File: src/rtl/post_rx_fifo.sv
// POST pulse-code receiver: decodes testreq pulse groups into words and queues them in a FWFT FIFO.
// Define POSTCODE_ERRCNT_EN to implement the saturating protocol error counter on err_count.
module post_rx_fifo #(
  parameter int DATA_W       = 8,
  parameter int FIFO_DEPTH   = 4,
  parameter int BREAK_CYCLES = 50
) (
  input  logic              refclk,
  input  logic              reset_n,
  input  logic              testreq,
  output logic              testack,
  output logic [DATA_W-1:0] dout,
  output logic              dout_valid,
  input  logic              dout_ready,
  output logic              fifo_full,
  output logic              overflow,
  output logic [7:0]        err_count
);

  localparam int LW = $clog2(BREAK_CYCLES + 1);
  localparam int BW = (DATA_W > 1) ? $clog2(DATA_W) : 1;
  localparam int AW = (FIFO_DEPTH > 1) ? $clog2(FIFO_DEPTH) : 1;

  typedef enum logic [1:0] {UNSYNC, SYNCED, OUTPUT, HOLD} state_t;

  logic          sync1, sync2, sync3;
  logic          rise;
  logic [4:0]    pulse_cnt;
  logic [LW-1:0] low_run;
  logic          close;
  logic [4:0]    n;

  state_t            state, state_d;
  logic [DATA_W-1:0] shift, shift_d;
  logic [BW-1:0]     bit_idx, bit_d;
  logic              wr_en, ovf_set, testack_d;

  logic [DATA_W-1:0] mem [FIFO_DEPTH];
  logic [AW-1:0]     wr_ptr, rd_ptr;
  logic [AW:0]       count, count_d;
  logic              pop;

  // Input synchroniser plus one extra flop for rising-edge detection.
  always_ff @(posedge refclk or negedge reset_n) begin
    if (!reset_n) begin
      sync1 <= 1'b0;
      sync2 <= 1'b0;
      sync3 <= 1'b0;
    end else begin
      sync1 <= testreq;
      sync2 <= sync1;
      sync3 <= sync2;
    end
  end

  assign rise  = sync2 & ~sync3;
  assign n     = pulse_cnt;
  assign close = ~sync2 && (low_run == LW'(BREAK_CYCLES - 1)) && (pulse_cnt != 5'd0);

  always_ff @(posedge refclk or negedge reset_n) begin
    if (!reset_n) begin
      pulse_cnt <= '0;
      low_run   <= '0;
    end else begin
      if (sync2)
        low_run <= '0;
      else if (low_run != LW'(BREAK_CYCLES))
        low_run <= low_run + 1'b1;

      if (close)
        pulse_cnt <= '0;
      else if (rise && pulse_cnt != 5'd31)
        pulse_cnt <= pulse_cnt + 5'd1;
    end
  end

  // FSM: state register
  always_ff @(posedge refclk or negedge reset_n) begin
    if (!reset_n) begin
      state   <= UNSYNC;
      shift   <= '0;
      bit_idx <= '0;
    end else begin
      state   <= state_d;
      shift   <= shift_d;
      bit_idx <= bit_d;
    end
  end

  // FSM: next state, word assembly and commit decisions
  always_comb begin
    state_d = state;
    shift_d = shift;
    bit_d   = bit_idx;
    wr_en   = 1'b0;
    ovf_set = 1'b0;
    if (close) begin
      if (n == 5'd4) begin
        state_d = SYNCED;
        shift_d = '0;
        bit_d   = '0;
      end else begin
        case (state)
          UNSYNC: ;
          SYNCED: begin
            if (n == 5'd3) begin
              state_d = OUTPUT;
              shift_d = '0;
              bit_d   = '0;
            end
          end
          OUTPUT: begin
            if (n == 5'd1 || n == 5'd2) begin
              shift_d = (shift << 1) | DATA_W'(n == 5'd2);
              if (bit_idx == BW'(DATA_W - 1))
                state_d = HOLD;
              else
                bit_d = bit_idx + 1'b1;
            end else begin
              state_d = SYNCED;
              shift_d = '0;
              bit_d   = '0;
            end
          end
          HOLD: begin
            state_d = SYNCED;
            shift_d = '0;
            bit_d   = '0;
            if (n == 5'd12) begin
              // A pop in the same cycle frees a slot even when full.
              if (!fifo_full || pop)
                wr_en = 1'b1;
              else
                ovf_set = 1'b1;
            end
          end
          default: state_d = UNSYNC;
        endcase
      end
    end
  end

  // FSM: outputs
  always_comb begin
    testack_d = ((state == OUTPUT) || (state == HOLD)) && !fifo_full;
  end

  always_ff @(posedge refclk or negedge reset_n) begin
    if (!reset_n) begin
      testack  <= 1'b0;
      overflow <= 1'b0;
    end else begin
      testack <= testack_d;
      if (ovf_set)
        overflow <= 1'b1;
    end
  end

  // Committed-word FIFO, first-word-fall-through.
  assign dout_valid = (count != '0);
  assign pop        = dout_valid & dout_ready;
  assign dout       = dout_valid ? mem[rd_ptr] : '0;

  always_comb begin
    count_d = count;
    case ({wr_en, pop})
      2'b10:   count_d = count + 1'b1;
      2'b01:   count_d = count - 1'b1;
      default: count_d = count;
    endcase
  end

  always_ff @(posedge refclk) begin
    if (wr_en)
      mem[wr_ptr] <= shift;
  end

  always_ff @(posedge refclk or negedge reset_n) begin
    if (!reset_n) begin
      wr_ptr    <= '0;
      rd_ptr    <= '0;
      count     <= '0;
      fifo_full <= 1'b0;
    end else begin
      if (wr_en)
        wr_ptr <= wr_ptr + 1'b1;
      if (pop)
        rd_ptr <= rd_ptr + 1'b1;
      count     <= count_d;
      fifo_full <= (count_d == (AW + 1)'(FIFO_DEPTH));
    end
  end

`ifdef POSTCODE_ERRCNT_EN
  logic err_inc;

  assign err_inc = close && (n != 5'd4) &&
                   (((state == SYNCED) && (n != 5'd3)) ||
                    ((state == OUTPUT) && (n != 5'd1) && (n != 5'd2)) ||
                    ((state == HOLD) && ((n != 5'd12) || (fifo_full && !pop))));

  always_ff @(posedge refclk or negedge reset_n) begin
    if (!reset_n)
      err_count <= '0;
    else if (err_inc && err_count != 8'hFF)
      err_count <= err_count + 8'd1;
  end
`else
  assign err_count = '0;
`endif

endmodule
File: config.mk
export PLATFORM = sky130hd
export DESIGN_NAME = post_rx_fifo
export DESIGN_NICKNAME = d
export VERILOG_FILES = /design/src/rtl/post_rx_fifo.sv
export SDC_FILE = /design/constraint.sdc
export NUM_CORES = 1
export LEC_CHECK = 0
export CAP_MARGIN = 20
export CORE_ASPECT_RATIO = 0.6
export CORE_MARGIN = 10
export CORE_UTILIZATION = 30
export CTS_CLUSTER_DIAMETER = 40
export DETAILED_ROUTE_END_ITERATION = 7
export HOLD_SLACK_MARGIN = 0.08
export PLACE_DENSITY = 0.51
export SETUP_SLACK_MARGIN = 0.15
export SYNTH_ARGS = -nofsm -noshare
export SYNTH_HDL_FRONTEND = slang
export SYNTH_SLANG_ARGS = --single-unit
File: constraint.sdc
create_clock -name refclk -period 3.1 [get_ports refclk]
set_clock_uncertainty 0.15 [all_clocks]
set_input_delay 0.31 -clock refclk [delete_from_list [all_inputs] [get_ports refclk]]
set_output_delay 0.31 -clock refclk [all_outputs]
set_load 0.02 [all_outputs]
==> run summary, run 1 <==
The run finished with clean final reports. The first-pass GRT wire length is between 9000 and 10000 um. The initial core utilization came out at between 30 and 40%. The total number of yosys warnings is 0.

The number of antenna violations at the first check in global routing is 0. From left edge to right edge, the die measures ~150 um. Of the available clock period, the critical path in the final layout requires around 90%. The overall routed net length is approximately 5700 um. The area after detailed placement is roughly 3500 um^2. The clock sink count came out at between 60 and 70. The worst setup path is launched from a register. IR analysis of the VDD net gives a maximum drop of ~0.31 mV. For this design the total switching power over the nets is 0.000568 W. The launch point of the critical path is rd_ptr[0]$_DFFE_PN0P_.

The internal portion of total power came out at 0.00176 W. The synthesis-stage register bit count is 69. Setup slack on the worst reg-to-reg path comes out at about 0.39 ns. The count of fill cells added during filler insertion came out at roughly 1000. STA puts the critical path data required time at 2.64 ns. The area share of the largest cell type after synthesis is 29.9%. The worst setup path is of the register to output pin kind. The pin count of the biggest net entering global routing came out at 38. The critical path endpoint category is an output pin. The final antenna diode count is 0. Setup violations remaining at the end of the flow were counted as 0. The root cell of the clock tree is clkbuf_16. The clock passes through at most 2 buffers. The count of unresolved DRC violations after routing is 0. The CTS buffer count is 9. The unique cell type count in the Yosys netlist is between 40 and 50.

In the synthesized netlist the dominant register cell turns out to be dfrtp_1. The floorplan core area came out at between 10000 and 15000 um^2. The worst hold path begins at sync1$_DFF_PN0_. The transition time of the tightest slew-check pin is around 0.86 ns. The vertical die dimension is 100 um. The synthesized cell area came out at between 3000 and 4000 um^2. In the final layout, the share of cells above drive strength 1 is 16.7%. After detailed routing, the number of vias per cell comes to between 4 and 5. The final layout contains 279 nets. The via count of the first global-routing pass is 1744. The count of nets left with antenna violations once routing finished came out at 0. The number of flops mapped to enable cells by yosys came out at 32. The power density over the cells is just over 600 nW/um^2. The final total negative setup slack is 0 ns. The leakage power came out at ~1.6 nW. The power share of the clock group came out at between 40% and 50%.

The clock transition at the registers of the reported paths came out at 0.06 ns. The max capacitance violation total came out at 0. The H-tree level count is 3. In the synthesized netlist, the cells that appear most often are dfrtp_1, edfxtp_1, ha_1, nor2_1, and2_1. The switching part of the total power is roughly a quarter. The worst slew slack as a fraction of its limit is 42.9%. Detailed placement finished with a half-perimeter wire length of 4050 um. The achievable clock frequency came out at ~360 MHz. The final instance area came out at ~3800 um^2.

Of the total power, registers draw 45.3%. The final count of pins violating max slew came to 0. 24 I/O pins were placed. The final weighted congestion of routability-driven global placement is approximately 0.69. The global-route usage over all layers is about 7.7%.

The arrival time of the worst setup path is between 2 and 2.5 ns. The combinational share of power is 10.1%. The kind of path behind the tightest hold check is register to register. The floorplan row count came out at 29.

The startpoint identified for the worst register-to-register timing path is count[1]$_DFF_PN0_. The clock reaches the later pin of the worst-skew pair after around 0.33 ns. The average instance in the mapped netlist occupies 13.7 um^2. The total congestion overflow after global routing is 0. For this run, the slowest stage of the critical path takes 0.57 ns. The post-detailed-route wirelength per cell is approximately 14 um.

The total iterations of the first detailed-routing run is 4. For the finished layout, the period the worst path requires is 2.79 ns. Of all nets on the critical path, the largest fanout is 7. The die outline area came out at between 15000 and 20000 um^2. The sequential-to-total area share from yosys stat came out at roughly three fifths. The CTS tree is done. After synthesis, the cell types taking the most area are edfxtp_1, dfrtp_1, ha_1. The final standard cell count with taps included and fillers excluded is a little over 400.

The cell count after synthesis came out at approximately 240. The most instantiated library cell after synthesis is dfrtp_1. The kind of cell adding the most delay to the critical path is buffers and inverters. The total via count after detailed routing is between 1500 and 2000.

Traced cell by cell, the critical path runs through buf_4, mux4_2, and2_1, clkdlybuf4s50_1. The hold violation count in the final report is 0. The biggest area contributor in the post-synthesis netlist is edfxtp_1.

The buffer and inverter count on the worst path came out at 2. Setup repair after global routing left no endpoint under its margin. The quantity of I/O buffers inserted on ports came out at 15. The DRC marker count from the first detailed-route iteration is 110. The area added between synthesis and finish came out at 18.6%. For this run, asynchronously set or reset flops after synthesis account for 53.6%.

The cell total after placement is between 300 and 400. The slowest stage of the critical path is the dfrtp_1 cell. The number of buffers inserted to repair setup after CTS came out at 0.
[sequential cells by signal, indices dropped and copies added (netlist names)]
signal,count
mem,32
shift,8
low_run,6
n,5
bit_idx,3
count,3
rd_ptr,2
state,2
wr_ptr,2
fifo_full,1
overflow,1
sync1,1
sync2,1
sync3,1
testack,1
[area by class of cell]
cell class | count | area, um^2 | area share (%)
Sequential cell | 69 | 1890 | 49.5
Multi-Input combinational cell | 146 | 1200 | 31.5
Clock buffer | 11 | 253 | 6.63
Timing Repair Buffer | 21 | 193 | 5.06
Tap cell | 139 | 174 | 4.56
Clock inverter | 5 | 57.6 | 1.51
Inverter | 12 | 45.0 | 1.18
[metrics by stage]
step	hold slack, ns	utilization (%)	setup slack (ns)	power (W)
after floorplan	-0.136	-	0.597	0.00126
after global placement	0.182	33.2	0.361	0.00130
after detailed placement	0.185	33.2	0.305	0.00130
after CTS	0.197	36.2	0.252	0.00235
after global routing	0.217	36.2	0.153	0.00244
final	0.197	36.2	0.312	0.00232
[worst paths after layout]
kind / cells after the start / end
max: 4 / dout[6]
min: 0 / sync2$_DFF_PN0_
max reg2reg: 11 / fifo_full$_DFF_PN0_
min reg2reg: 0 / sync2$_DFF_PN0_
max in group asynchronous: 2 / testack$_DFF_PN0_
min in group asynchronous: 2 / sync1$_DFF_PN0_
[power groups by stage]
stage | logic, W | registers (W) | clock network, W
3_5_place_dp | 0.000234 | 0.00107 | 0
3_3_place_gp | 0.000234 | 0.00107 | 0
4_1_cts | 0.000235 | 0.00105 | 0.00107
2_1_floorplan | 0.000216 | 0.00104 | 0
6_report | 0.000234 | 0.00105 | 0.00104
5_1_grt | 0.000273 | 0.00106 | 0.00111
[repair_timing]
item / CTS / global route
hold endpoints to repair: 37 / 0
endpoints found under the setup margin: 0 / 1
hold buffers: 1 / 0
gates resized for setup: 0 / 1
[cell families (layout without fill, tap and decap cells)]
family | Yosys count | in the layout | share of synthesized area [%]
and+or+nand+nor | 66 | 66 | 12.9
muxes | 11 | 11 | 6.74
xor gates and xnor gates | 13 | 13 | 3.54
buffers and inverters | 27 | 49 | 4.75
AOI/OAI and AO/OA | 32 | 32 | 6.74
other | 1 | 8 | 0.117
DFF | 69 | 69 | 58.7
adders and majority gates | 16 | 16 | 6.46
[layer usage]
metal  wire length (um)  vias to the layer above  share of wire [%]  GRT usage, %
met5                  0                        -                  0             0
met4                 71                        0                1.3          2.82
met3                309                       11                5.4          3.37
met2               2190                       34                 39          9.81
met1               3110                      862                 55          11.0
li1                   -                      868                  -             -
[placed cells by master (no fill, tap or decap), types with 8 or more instances in the layout]
master,count
and2_1,13
o21ai_0,8
nand2_1,10
inv_1,12
ha_1,15
clkdlybuf4s50_1,14
nor2_1,14
clkbuf_16,9
o21ai_1,12
dfrtp_1,37
edfxtp_1,32
mux4_2,8
conb_1,8
Note: power is estimated with default switching activity, not from simulation.
==> run 2, diff against run 1 <==
--- a/config.mk
+++ b/config.mk
@@ -5,7 +5,7 @@
 export SDC_FILE = /design/constraint.sdc
 export NUM_CORES = 1
 export LEC_CHECK = 0
-export CAP_MARGIN = 20
+export CAP_MARGIN = 5
 export CORE_ASPECT_RATIO = 0.6
 export CORE_MARGIN = 10
 export CORE_UTILIZATION = 30
==> results of run 2 <==
No change in the layout: final DEF, timing and power equal those of run 1.
==> run 3, diff against run 2 <==
--- a/config.mk
+++ b/config.mk
@@ -8,11 +8,11 @@
 export CAP_MARGIN = 5
 export CORE_ASPECT_RATIO = 0.6
 export CORE_MARGIN = 10
-export CORE_UTILIZATION = 30
+export CORE_UTILIZATION = 25
 export CTS_CLUSTER_DIAMETER = 40
 export DETAILED_ROUTE_END_ITERATION = 7
 export HOLD_SLACK_MARGIN = 0.08
-export PLACE_DENSITY = 0.51
+export PLACE_DENSITY = 0.46
 export SETUP_SLACK_MARGIN = 0.15
 export SYNTH_ARGS = -nofsm -noshare
 export SYNTH_HDL_FRONTEND = slang
==> run summary, run 3 (synthesized netlist as in run 1, its figures left out) <==
The final cycle utilization of the critical path came out at 89.5% (was 89.9%). The minimum clock period after layout was 2.77 ns (was 2.79 ns). The transition time of the tightest slew-check pin is 0.866 ns (was 0.856 ns). The category of the worst setup path launch point was a register (unchanged). The required arrival time at the worst endpoint is 2.64 ns (about the same). The total via count after detailed routing came out at 1763 (was 1775). The area added between synthesis and finish is 18.9% (was 18.6%). Commonest cells after routing, fill and taps aside: dfrtp_1, edfxtp_1, ha_1, nor2_1, clkdlybuf4s50_1 (unchanged). The initial core utilization is 26.1% (was 30.5%). Outcome: completed (unchanged).

The number of antenna violations at the first check in global routing was 0 (unchanged). The floorplan row count came to 31 (was 29). The clock sink count is 69 (unchanged). The peak ir drop on the vdd network came out at 0.269 mV (was 0.309 mV). The count of nets after finishing is 281 (was 279). The via-per-instance ratio came to 4.09 (was 4.40). The critical path endpoint category was an output pin (unchanged). The achievable clock frequency was 360 MHz (was 359 MHz). The final total negative setup slack is 0 ns (unchanged). The clock transition at the registers of the reported paths is 0.06 ns (about the same).

The root cell of the clock tree is clkbuf_16 (unchanged). The worst-path cell with the longest stage delay is mux4_2 (was dfrtp_1). The hold violation count in the final report came out at 0 (unchanged). The x dimension of the die came out at 166 um (was 154 um). The first-pass GRT wire length is 10200 um (was 9450 um). The depth of the most critical reg-to-reg path is 11 (unchanged). The count of pins on the block boundary came out at 24 (unchanged). The quantity of I/O buffers inserted on ports is 15 (unchanged).

The DRC marker count from the first detailed-route iteration was 74 (was 110). The maximum number of buffers from clock root to sink came out at 2 (unchanged). The pin count of the biggest net entering global routing was 38 (unchanged). The startpoint of the most critical register-to-register path was n[0]$_DFFE_PN0P_ (was count[1]$_DFF_PN0_). The overall routed net length came out at 5910 um (was 5680 um).

The latest clock arrival within the worst-skew pair is 0.33 ns (about the same). The post-detailed-route wirelength per cell came out at 13.7 um (was 14.1 um). Largest registers ranked by flip-flop count: mem x32, shift x8, low_run x6 (unchanged). The most flop-heavy register is mem (unchanged).

The vertical die dimension is 108 um (was 100 um). The via count of the first global-routing pass came out at 1875 (was 1744). The power density over the cells is 582 nW/um^2 (was 610 nW/um^2).

The final weighted congestion of routability-driven global placement is 0.699 (was 0.694). The leading cell type in the layout, fill and taps excluded is dfrtp_1 (unchanged). The total design power was 0.00222 W (was 0.00232 W). The share of final-layout standard cells stronger than drive strength 1 came out at 16.2% (was 16.7%). The cell total after placement is 412 (was 386). The CTS buffer count came out at 9 (unchanged). The highest cell delay on the worst timing path came to 0.53 ns (was 0.57 ns). The placed wire-length estimate after detailed placement is 4150 um (was 4050 um). The flip-flop count of the largest register, all copies and words added came to 32 (unchanged).

The worst slack after detailed placement came out at 0.266 ns (was 0.305 ns). The die outline area is 17900 um^2 (was 15400 um^2). The critical setup path kind was register to output pin (unchanged). The total iterations of the first detailed-routing run is 4 (unchanged). The number of nets with antenna violations after detailed routing is 0 (unchanged). The final count of pins violating max slew was 0 (unchanged). The critical hold path startpoint is sync1$_DFF_PN0_ (unchanged).

The H-tree level count is 3 (unchanged). The CTS tree was done (unchanged). The max capacitance violation total was 0 (unchanged). The number of setup violations in the final report came out at 0 (unchanged).

The worst hold endpoint was sync2$_DFF_PN0_ (unchanged). The floorplan core area came out at 12300 um^2 (was 10500 um^2). The setup slack of the most critical reg-to-reg path is 0.34 ns (was 0.39 ns).

The top fanout value on the critical path came to 6 (was 7). The final antenna diode count came out at 0 (unchanged). Setup repair after global routing missed its margin: false (unchanged). The minimum setup slack in the final design is 0.326 ns (was 0.312 ns). The kind of path behind the tightest hold check is register to register (unchanged). Ordered cell list for the critical path: buf_4, mux4_2, and2_1, clkdlybuf4s50_1 (unchanged). The global-route usage over all layers came to 7.07% (was 7.70%). The leakage power was 1.58 nW (was 1.59 nW). The fraction of the core area covered by cells at the end of the flow is 31.1% (was 36.2%). The count of unresolved DRC violations after routing was 0 (unchanged). The final standard cell count with taps included and fillers excluded is 431 (was 403). The hold path depth is 0 (unchanged).

The launch point of the critical path is rd_ptr[0]$_DFFE_PN0P_ (unchanged). The arrival time of the worst setup path came out at 2.31 ns (was 2.33 ns). The endpoint of the worst register-to-register path is fifo_full$_DFF_PN0_ (unchanged).

The total congestion overflow after global routing is 0 (unchanged). The worst slew slack as a fraction of its limit is 42.3% (was 42.9%).
-- run 3: cell count changes in the layout (fill, tap and decap cells not counted), sizes merged --
cell,delta
clkinv,+1
clkinvlp,+1
buf,+2
bufinv,-1
clkbuf,-1
-- run 3: how the worst max path moves through the flow --
| stage | to | slack [ns] | cells past startpoint |
|---|---|---|---|
| 2_1_floorplan | fifo_full$_DFF_PN0_ | 0.60 | 11 |
| 3_3_place_gp | fifo_full$_DFF_PN0_ | 0.37 | 11 |
| 3_5_place_dp | fifo_full$_DFF_PN0_ | 0.27 | 11 |
| 4_1_cts | fifo_full$_DFF_PN0_ | 0.26 | 11 |
| 5_1_grt | fifo_full$_DFF_PN0_ | 0.12 | 11 |
| 6_report | dout[6] | 0.33 | 4 |
-- run 3: worst max-delay path: cells and delay by family, from the launching register on --
| kind | cells | cell delay [ns] |
|---|---|---|
| DFF | 1 | 0.52 |
| muxes | 1 | 0.53 |
| and+or+nand+nor | 1 | 0.17 |
| buffers and inverters | 2 | 0.76 |
-- run 3: final cells by class --
type	count	area, um^2
well taps	165	206
clock inverters	6	38.8
fillers	1219	8470
repair buffers	23	208
inverters	12	45.0
multi-input cells	146	1210
flip-flops and latches	69	1890
clock buffers	10	229
-- run 3: layer usage --
metal / track usage, % / up-vias / part of all wire, %
li1: - / 873 / -
met1: 9.92 / 853 / 55
met2: 9.68 / 30 / 39
met3: 2.88 / 7 / 4.7
met4: 1.87 / 0 / 1.0
met5: 0 / - / 0
-- run 3: what timing repair did --
| item | CTS | global route |
|---|---|---|
| setup endpoints to repair | 0 | 1 |
| buffers inserted | 0 | 2 |
| hold endpoints to repair | 37 | 0 |
| resized for setup | 0 | 1 |
| hold buffers | 1 | 0 |
-- run 3: report_power, final --
part           internal, W  leakage [nW]  switching (W)
Sequential        0.000987         0.867      0.0000597
Combinational     0.000111         0.579       0.000148
Clock             0.000539         0.130       0.000379
Total              0.00164          1.58       0.000587
-- run 3: per-stage QoR --
stage               area, um^2  hold WS (ns)
CTS                       3800         0.201
floorplan                 3240        -0.136
global route              3820         0.210
detailed placement        3520         0.188
global placement          3520         0.186
finish                    3820         0.198
